$ cat src/rtl/dec_ascii_tx_if.sv
// Handshake bundle between a result producer and the decimal ASCII serializer.
interface dec_ascii_tx_if #(
    parameter int WIDTH = 64
);
    logic [WIDTH-1:0] value;
    logic             start;
    logic [7:0]       charOut;
    logic             charOutValid;
    logic             done;
    logic             busy;

    modport master (
        output value, start,
        input  charOut, charOutValid, done, busy
    );

    modport slave (
        input  value, start,
        output charOut, charOutValid, done, busy
    );
endinterface

$ cat src/rtl/dec_ascii_tx.sv
// Binary-to-ASCII decimal serializer (double-dabble, leading zeros suppressed), MSD first.
// Latency WIDTH+DIGITS+1 cycles from accepted start to done; no backpressure, sink takes every valid char.
module dec_ascii_tx #(
    parameter int WIDTH  = 64,
    parameter int DIGITS = 20
) (
    input  logic          clk,
    input  logic          rst,
    dec_ascii_tx_if.slave bus
);
    localparam int BW = 4 * DIGITS;
    localparam int CW = $clog2(WIDTH + 1);
    localparam int DW = $clog2(DIGITS + 1);

    typedef enum logic [1:0] {IDLE, CONVERT, EMIT, DONE} state_t;

    state_t           state;
    logic [WIDTH-1:0] valReg;
    logic [BW-1:0]    bcd;
    logic [BW-1:0]    bcdAdj;
    logic [CW-1:0]    bitCnt;
    logic [DW-1:0]    digCnt;
    logic             seen;
    logic [3:0]       digit;
    logic [7:0]       charReg;
    logic             validReg;
    logic             doneReg;
    logic             busyReg;

    // Add-3 correction applied to every nibble before each shift.
    always_comb begin
        bcdAdj = bcd;
        for (int i = 0; i < DIGITS; i++) begin
            if (bcd[4*i +: 4] >= 4'd5) begin
                bcdAdj[4*i +: 4] = bcd[4*i +: 4] + 4'd3;
            end
        end
    end

    assign digit = bcd[BW-1 -: 4];

    always_ff @(posedge clk or posedge rst) begin
        if (rst) begin
            state    <= IDLE;
            valReg   <= '0;
            bcd      <= '0;
            bitCnt   <= '0;
            digCnt   <= '0;
            seen     <= 1'b0;
            charReg  <= 8'h00;
            validReg <= 1'b0;
            doneReg  <= 1'b0;
            busyReg  <= 1'b0;
        end else begin
            case (state)
                IDLE, DONE: begin
                    if (bus.start) begin
                        valReg   <= bus.value;
                        bcd      <= '0;
                        bitCnt   <= '0;
                        doneReg  <= 1'b0;
                        busyReg  <= 1'b1;
                        validReg <= 1'b0;
                        state    <= CONVERT;
                    end
                end
                CONVERT: begin
                    bcd    <= {bcdAdj[BW-2:0], valReg[WIDTH-1]};
                    valReg <= valReg << 1;
                    bitCnt <= bitCnt + 1'b1;
                    if (bitCnt == CW'(WIDTH - 1)) begin
                        digCnt <= '0;
                        seen   <= 1'b0;
                        state  <= EMIT;
                    end
                end
                EMIT: begin
                    if (digCnt == DW'(DIGITS)) begin
                        validReg <= 1'b0;
                        busyReg  <= 1'b0;
                        doneReg  <= 1'b1;
                        state    <= DONE;
                    end else begin
                        // Top nibble is the current digit; shift the next one up.
                        bcd    <= bcd << 4;
                        digCnt <= digCnt + 1'b1;
                        if (digit != 4'd0 || seen || digCnt == DW'(DIGITS - 1)) begin
                            charReg  <= 8'h30 + {4'h0, digit};
                            validReg <= 1'b1;
                            seen     <= 1'b1;
                        end else begin
                            validReg <= 1'b0;
                        end
                    end
                end
                default: state <= IDLE;
            endcase
        end
    end

    assign bus.charOut      = charReg;
    assign bus.charOutValid = validReg;
    assign bus.done         = doneReg;
    assign bus.busy         = busyReg;
endmodule

$ cat src/flat_wrapper.sv
// flat-port wrapper written by rule: the top's interface ports become plain ports
module dec_ascii_tx_flat 
#(
    parameter int WIDTH  = 64,
    parameter int DIGITS = 20
)
  (clk, rst, bus_value, bus_start, bus_charOut, bus_charOutValid, bus_done, bus_busy);
  dec_ascii_tx_if #(.WIDTH(WIDTH)) bus_i ();
  input  logic clk;
  input  logic rst;
  input wire logic [$bits(bus_i.value)-1:0] bus_value;
  input wire logic [$bits(bus_i.start)-1:0] bus_start;
  output wire logic [$bits(bus_i.charOut)-1:0] bus_charOut;
  output wire logic [$bits(bus_i.charOutValid)-1:0] bus_charOutValid;
  output wire logic [$bits(bus_i.done)-1:0] bus_done;
  output wire logic [$bits(bus_i.busy)-1:0] bus_busy;
  assign bus_i.value = bus_value;
  assign bus_i.start = bus_start;
  assign bus_charOut = bus_i.charOut;
  assign bus_charOutValid = bus_i.charOutValid;
  assign bus_done = bus_i.done;
  assign bus_busy = bus_i.busy;
  dec_ascii_tx #(.WIDTH(WIDTH), .DIGITS(DIGITS)) u_core (.clk(clk), .rst(rst), .bus(bus_i));
endmodule
$ cat config.mk
export PLATFORM = sky130hd
export DESIGN_NAME = dec_ascii_tx_flat
export DESIGN_NICKNAME = d
export VERILOG_FILES = /design/src/rtl/dec_ascii_tx_if.sv /design/src/rtl/dec_ascii_tx.sv /design/src/flat_wrapper.sv
export SDC_FILE = /design/constraint.sdc
export NUM_CORES = 1
export LEC_CHECK = 0
export ABC_AREA = 1
export BUFFER_PORTS_ARGS = -buffer_cell sky130_fd_sc_hd__buf_4
export CAP_MARGIN = 20
export CELL_PAD_IN_SITES_DETAIL_PLACEMENT = 1
export CELL_PAD_IN_SITES_GLOBAL_PLACEMENT = 2
export CORE_MARGIN = 8
export CORE_UTILIZATION = 32
export CTS_BUF_LIST = sky130_fd_sc_hd__clkbuf_4
export CTS_CLUSTER_DIAMETER = 30
export DETAILED_ROUTE_END_ITERATION = 8
export PLACE_DENSITY_LB_ADDON = 0.1
export SLEW_MARGIN = 0
export SYNTH_ARGS = -nofsm -noshare
export SYNTH_HDL_FRONTEND = slang
export SYNTH_SLANG_ARGS = --single-unit
$ cat constraint.sdc
create_clock -name clk -period 6.1 [get_ports clk]
set_input_delay 1.22 -clock clk [delete_from_list [all_inputs] [get_ports clk]]
set_output_delay 1.22 -clock clk [all_outputs]
set_load 0.02 [all_outputs]
# Word-level counts from Yosys, hierarchy flattened
# Index checks and enable logic that the tools add are counted.
op_classes:
  n_eq_ne: 11
  n_reduce_logical: 16
  addsub: 23
  n_bitwise: 1
  n_mux: 47
  magnitude_cmp: 20
ops:
  columns: ["cell", "n"]
  rows:
  - ["$pmux 80 s3", 1]
  - ["$mux 80", 2]
  - ["$pmux 64 s2", 1]
  - ["$ge 4x3->1 const B", 20]
  - ["$add 4x2->4 const B", 19]
  - ["$mux 4", 19]
  - ["$mux 64", 1]
  - ["$pmux 7 s2", 1]
  - ["$reduce_and 3->1", 4]
  - ["$eq 5x5->1 const B", 2]
  - ["$mux 5", 2]
  - ["$pmux 5 s2", 1]
  - ["$mux 1", 9]
  - ["$pmux 1 s2", 4]
  - ["$add 6x4->7 const A", 1]
  - ["$add 7x1->7 const B", 1]
  - ["$eq 7x6->1 const B", 1]
  - ["$mux 7", 1]
  - ["$mux 2", 3]
  - ["$ne 2x1->1 const B", 3]
  - ["$pmux 2 s3", 1]
  - ["$reduce_and 2->1", 3]
  - ["$reduce_bool 2->1", 3]
  - ["$add 5x1->5 const B", 1]
  - ["11 further kinds", 14]
totals:
  input_bits: 67
  out_inout_bits: 11
  regBits: 170

# Longest topological paths before layout
logic_depth:
  word_depth: 6
  mapped_depth: 10
  depth_no_buf: 10

# Worst setup path before layout
# OpenSTA, ideal clock, no wires.
synth_timing:
  kind: "input to register"
  startpoint: "input port bus_start"
  endpoint: "register u_core.valReg[10]"
  path_stages: 5
  setup_ps: 130
  t_arrival_ps: 1918
  n_path_buf: 2
  path_slack_ps: 4053
  t_required_ps: 5970
  path_cell_list: "nand2_1 o21ai_2 buf_2 buf_2 a31oi_1"
synth_between:
  elab_chain_len: 2
synth_lines:
  columns: ["item", "line_no", "source"]
  rows:
  - ["start, declared", "flat_wrapper.sv:12", "input wire logic [$bits(bus_i.start)-1:0] bus_start;"]
  - ["$ne 2x2->1 (no line)", null, null]
  - ["$reduce_and 2->1 (no line)", null, null]
  - ["end signal, assigned", "dec_ascii_tx.sv:58", "valReg <= bus.value;"]
  - ["end signal, assigned", "dec_ascii_tx.sv:69", "valReg <= valReg << 1;"]
  - ["end, declared", "dec_ascii_tx.sv:18", "logic [WIDTH-1:0] valReg;"]
# No other way between the ends.
# A chain may end at the register's enable or synchronous reset.

# Final worst setup path
layout_timing:
  startpoint: "register u_core.state[1]"
  endpoint: "register u_core.valReg[6]"
layout_between:
  elab_chain_len: 4
layout_lines:
  columns: ["item", "line_no", "source"]
  rows:
  - ["start, declared", "dec_ascii_tx.sv:17", "state_t state;"]
  - ["start signal, assigned", "dec_ascii_tx.sv:44", "state <= IDLE;"]
  - ["start signal, assigned", "dec_ascii_tx.sv:64", "state <= CONVERT;"]
  - ["start signal, assigned", "dec_ascii_tx.sv:74", "state <= EMIT;"]
  - ["$eq 2x2->1 or $logic_not 2->1 (tied branches)", "dec_ascii_tx.sv:55", "case (state)"]
  - ["$reduce_or 2->1", "dec_ascii_tx.sv:55", null]
  - ["$ne 2x2->1 (no line) or $reduce_bool 2->1 (tied branches)", null, null]
  - ["$reduce_and 2->1 (no line)", null, null]
# Several ways; a longest one is shown, not always the timed one.

==> results.py <==
metrics = {
    "run_status": {
        "status": "complete, no violations",
    },
    "clocking": {
        "insertion_delay_ns": 0.57,
        "cts_resized": 0,
        "htree_levels": 4,
        "postCtsSetupRepairBufs": 0,
        "cts_root_buffer": "clkbuf_4",
        "cts_tree": "done",
        "clk_pin_slew_worst_paths_ns": 0.15,
        "cts_hold_repair.buffers": 0,
        "cts_num_sinks": 167,
        "tritoncts.num_buffers": 17,
        "cts-root-to-sink-buffers": 2,
    },
    "detailed_routing": {
        "route.detailed.drc": 0,
        "via_count": 9281,
        "ant_nets": 0,
        "drt_pass1_iterations": 4,
        "detail_route.wirelength_um": 27600,
        "routedWlPerCell_um": 14.4,
        "post_drt_via_cell_ratio": 4.84,
        "drt_iter0_markers": 493,
    },
    "timing": {
        "post-route-worst-setup-slack_ns": 3.08,
        "tightestPinTransition_ns": 0.934,
        "report.final.slew_viol_count": 0,
        "timing.max_slew.rel_slack_pct": 37.8,
        "worst_hold_slack_ns": 0.512,
        "rsz0062_at_grt": "no",
        "final.period_utilization_pct": 49.5,
        "finalSetupViolCount": 0,
        "setup_total_negative_slack_ns": 0,
        "final.setup_skew_ns": 0.0334,
        "final_hold_viol_count": 0,
        "period_needed_ns": 3.02,
        "fmax_mhz": 331,
    },
    "placed_design": {
        "io_buffer_count": 75,
        "worst_setup_slack_before_clock_tree_synthesis_ns": 3.02,
        "hpwl_after_detailed_placement_um": 17800,
        "gp_routability_congestion": 0.723,
    },
    "worst_setup_path": {
        "critical_path_arrival_ns": 3.49,
        "critical_path.most_common_cell": "buf_4",
        "slowest_stage_delay_cp_ns": 0.68,
        "crit_path_top_delay_cell": "ha_4",
        "start_kind": "flop",
        "endpoint_kind": "flop",
        "kind_of_cell_with_the_highest_combined_delay_on_the_critical_path": "buffers and inverters",
        "critical_path_class": "flop to flop",
        "buffer_and_inverter_count_on_the_worst_path": 4,
        "critical_path_peak_fanout": 78,
        "cp_cell_sequence": "inv_1, ha_4, inv_2, o21ai_4, buf_4, buf_4, nor2_1, a31oi_1",
        "cp_data_required_time_ns": 6.57,
    },
    "cells_and_area": {
        "area.growth.synth_to_final_pct": 11.0,
        "final_net_count": 1616,
        "postLayoutCoreUtil_pct": 35.9,
        "layout-drive-gt1-share_pct": 8.39,
    },
    "grt": {
        "first_pass_grt_wire_length_um": 48400,
        "grt_max_degree": 95,
        "first_global_vias": 9693,
        "grt.total_usage_pct": 15.1,
        "grt_remaining_overflow": 0,
        "grt_antenna_before_repair": 1,
    },
    "pwr": {
        "p_int_w": 0.00210,
        "share_clk_of_total_power_pct": 17.1,
        "vdd_drop_max_mv": 0.384,
        "totalPowerFinal_w": 0.00401,
        "power_per_cell_area_nw_per_um2": 356,
        "seq_power_share_pct": 37.8,
        "total_leakage_power_nw": 5.86,
        "part_of_the_power_in_combinational_logic_pct": 45.1,
        "power.switching_fraction_pct": 47.6,
        "net-switching-power_w": 0.00191,
    },
    "floorplan": {
        "ios": 78,
        "initial_core_util_pct": 32.3,
        "core_region_area_um2": 31400,
        "die-width_um": 194,
        "design.die.area_um2": 37700,
        "die_y_um": 194,
        "placementRows": 65,
    },
    "min_path": {
        "hp-class": "flop to flop",
    },
    "logic_synthesis": {
        "postSynthAreaPerCell_um2": 6.94,
        "synth_sequential_area_ratio_pct": 41.2,
        "synth.cell_area_um2": 10200,
        "number_of_different_library_cells_in_the_post_synthesis_netlist": 31,
        "netlist_instances": 1464,
        "ys_ff_latch": 167,
        "synth.yosys.warnings": 0,
    },
    "flow_run": {
        "cap_violations": 0,
    },
}
-- power groups by stage --
stage,clock [W],combinational [W],sequential [W]
after floorplan,0,0.00144,0.00151
after global placement,0,0.00184,0.00154
after detailed placement,0,0.00187,0.00154
after CTS,0.000726,0.00187,0.00152
after global routing,0.000766,0.00210,0.00156
final,0.000685,0.00181,0.00152
-- worst paths after layout --
kind                                             from                     to  slack [ns]  depth (start not counted)
worst max-delay path                  u_core.state[1]       u_core.valReg[6]        3.08                          8
worst min-delay path            u_core.bus.charOut[4]  u_core.bus.charOut[4]        0.51                          2
worst max register to register        u_core.state[1]       u_core.valReg[6]        3.08                          8
worst min register to register  u_core.bus.charOut[4]  u_core.bus.charOut[4]        0.51                          2
max in group asynchronous                         rst         u_core.bcd[11]        4.08                          3
min in group asynchronous                         rst         u_core.bcd[33]        0.77                          2
-- registers in the layout, indices dropped and copies added (netlist names) --
| register | flops |
|---|---|
| u_core.bus.done | 1 |
| u_core.bus.charOutValid | 1 |
| u_core.bitCnt | 7 |
| u_core.valReg | 64 |
| u_core.bus.busy | 1 |
| u_core.digCnt | 5 |
| u_core.seen | 1 |
| u_core.state | 2 |
| u_core.bus.charOut | 5 |
| u_core.bcd | 80 |
-- worst min-delay path: cells and delay by family, from the launching register on --
kind | cells | cell delay (ns)
simple gates | 1 | 0.05
buf+inv | 1 | 0.05
flops | 1 | 0.39
-- through the flow --
step | cell area, µm² | cells
floorplan | 10200 | 1465
global placement | 11000 | 1885
detailed placement | 11000 | 1885
CTS | 11300 | 1916
global route | 11300 | 1918
finish | 11300 | 1918
-- metal layers --
metal,up-vias,GRT usage (%),routed length (µm)
met4,0,2.91,228
li1,4766,-,-
met1,4441,20.3,14100
met5,-,0,0
met3,12,2.69,610
met2,62,25.3,12600
-- cell usage after synthesis, drive strengths merged --
library cell	number	area, µm²
or2	1	6.26
nand3	100	500
buf	44	256
a22o	1	8.76
nand4	44	282
and3	1	6.26
xor2	2	17.5
nor3b	1	7.51
dfrtp	167	4180
o22ai	6	37.5
inv	132	495
nand2	625	2350
nor2	100	378
o21bai	6	45.0
a31oi	63	394
ha	47	588
conb	1	3.75
o21ai	87	439
a21oi	11	55.1
xnor2	1	8.76
nor3	2	10.0
clkbuf	22	82.6
-- layout by cell type, fill, tap and decap left out, types with 2 or more instances in the layout --
cell	count
nand3_1	100
o21ai_1	20
clkinv_4	2
o22ai_1	6
bufinv_16	2
buf_4	84
o21ai_0	66
clkinvlp_4	2
ha_1	45
conb_1	2
nor2_1	99
inv_1	126
clkinv_1	2
nand2_2	3
xor2_1	2
inv_6	5
clkbuf_4	18
inv_2	5
dfrtp_1	167
a31oi_1	63
nand4_1	43
nand2_1	622
a21oi_1	11
diode_2	2
o21bai_1	6
nor3_1	2
-- area by class of cell --
cell class                 instances  area, µm²
fill                            3952      20100
multi-input combinational       1100       5170
sequential                       167       4180
timing repair buffer              84        631
tap                              402        503
inverter                         132        500
clock inverter                    13        146
clock buffer                      18        135
antenna                            2       5.00
-- logic make-up (layout without fill, tap and decap cells) --
kind of cell,count (synthesis),count (layout),synth area share (%)
xor gates and xnor gates,3,3,0.259
and+or+nand+nor,874,874,34.9
AOI/OAI and AO/OA,174,174,9.65
DFF,167,167,41.2
buffers and inverters,198,247,8.22
other,1,4,0.0369
adders and majority gates,47,47,5.79
No activity file was read; power rests on OpenSTA's default activity.
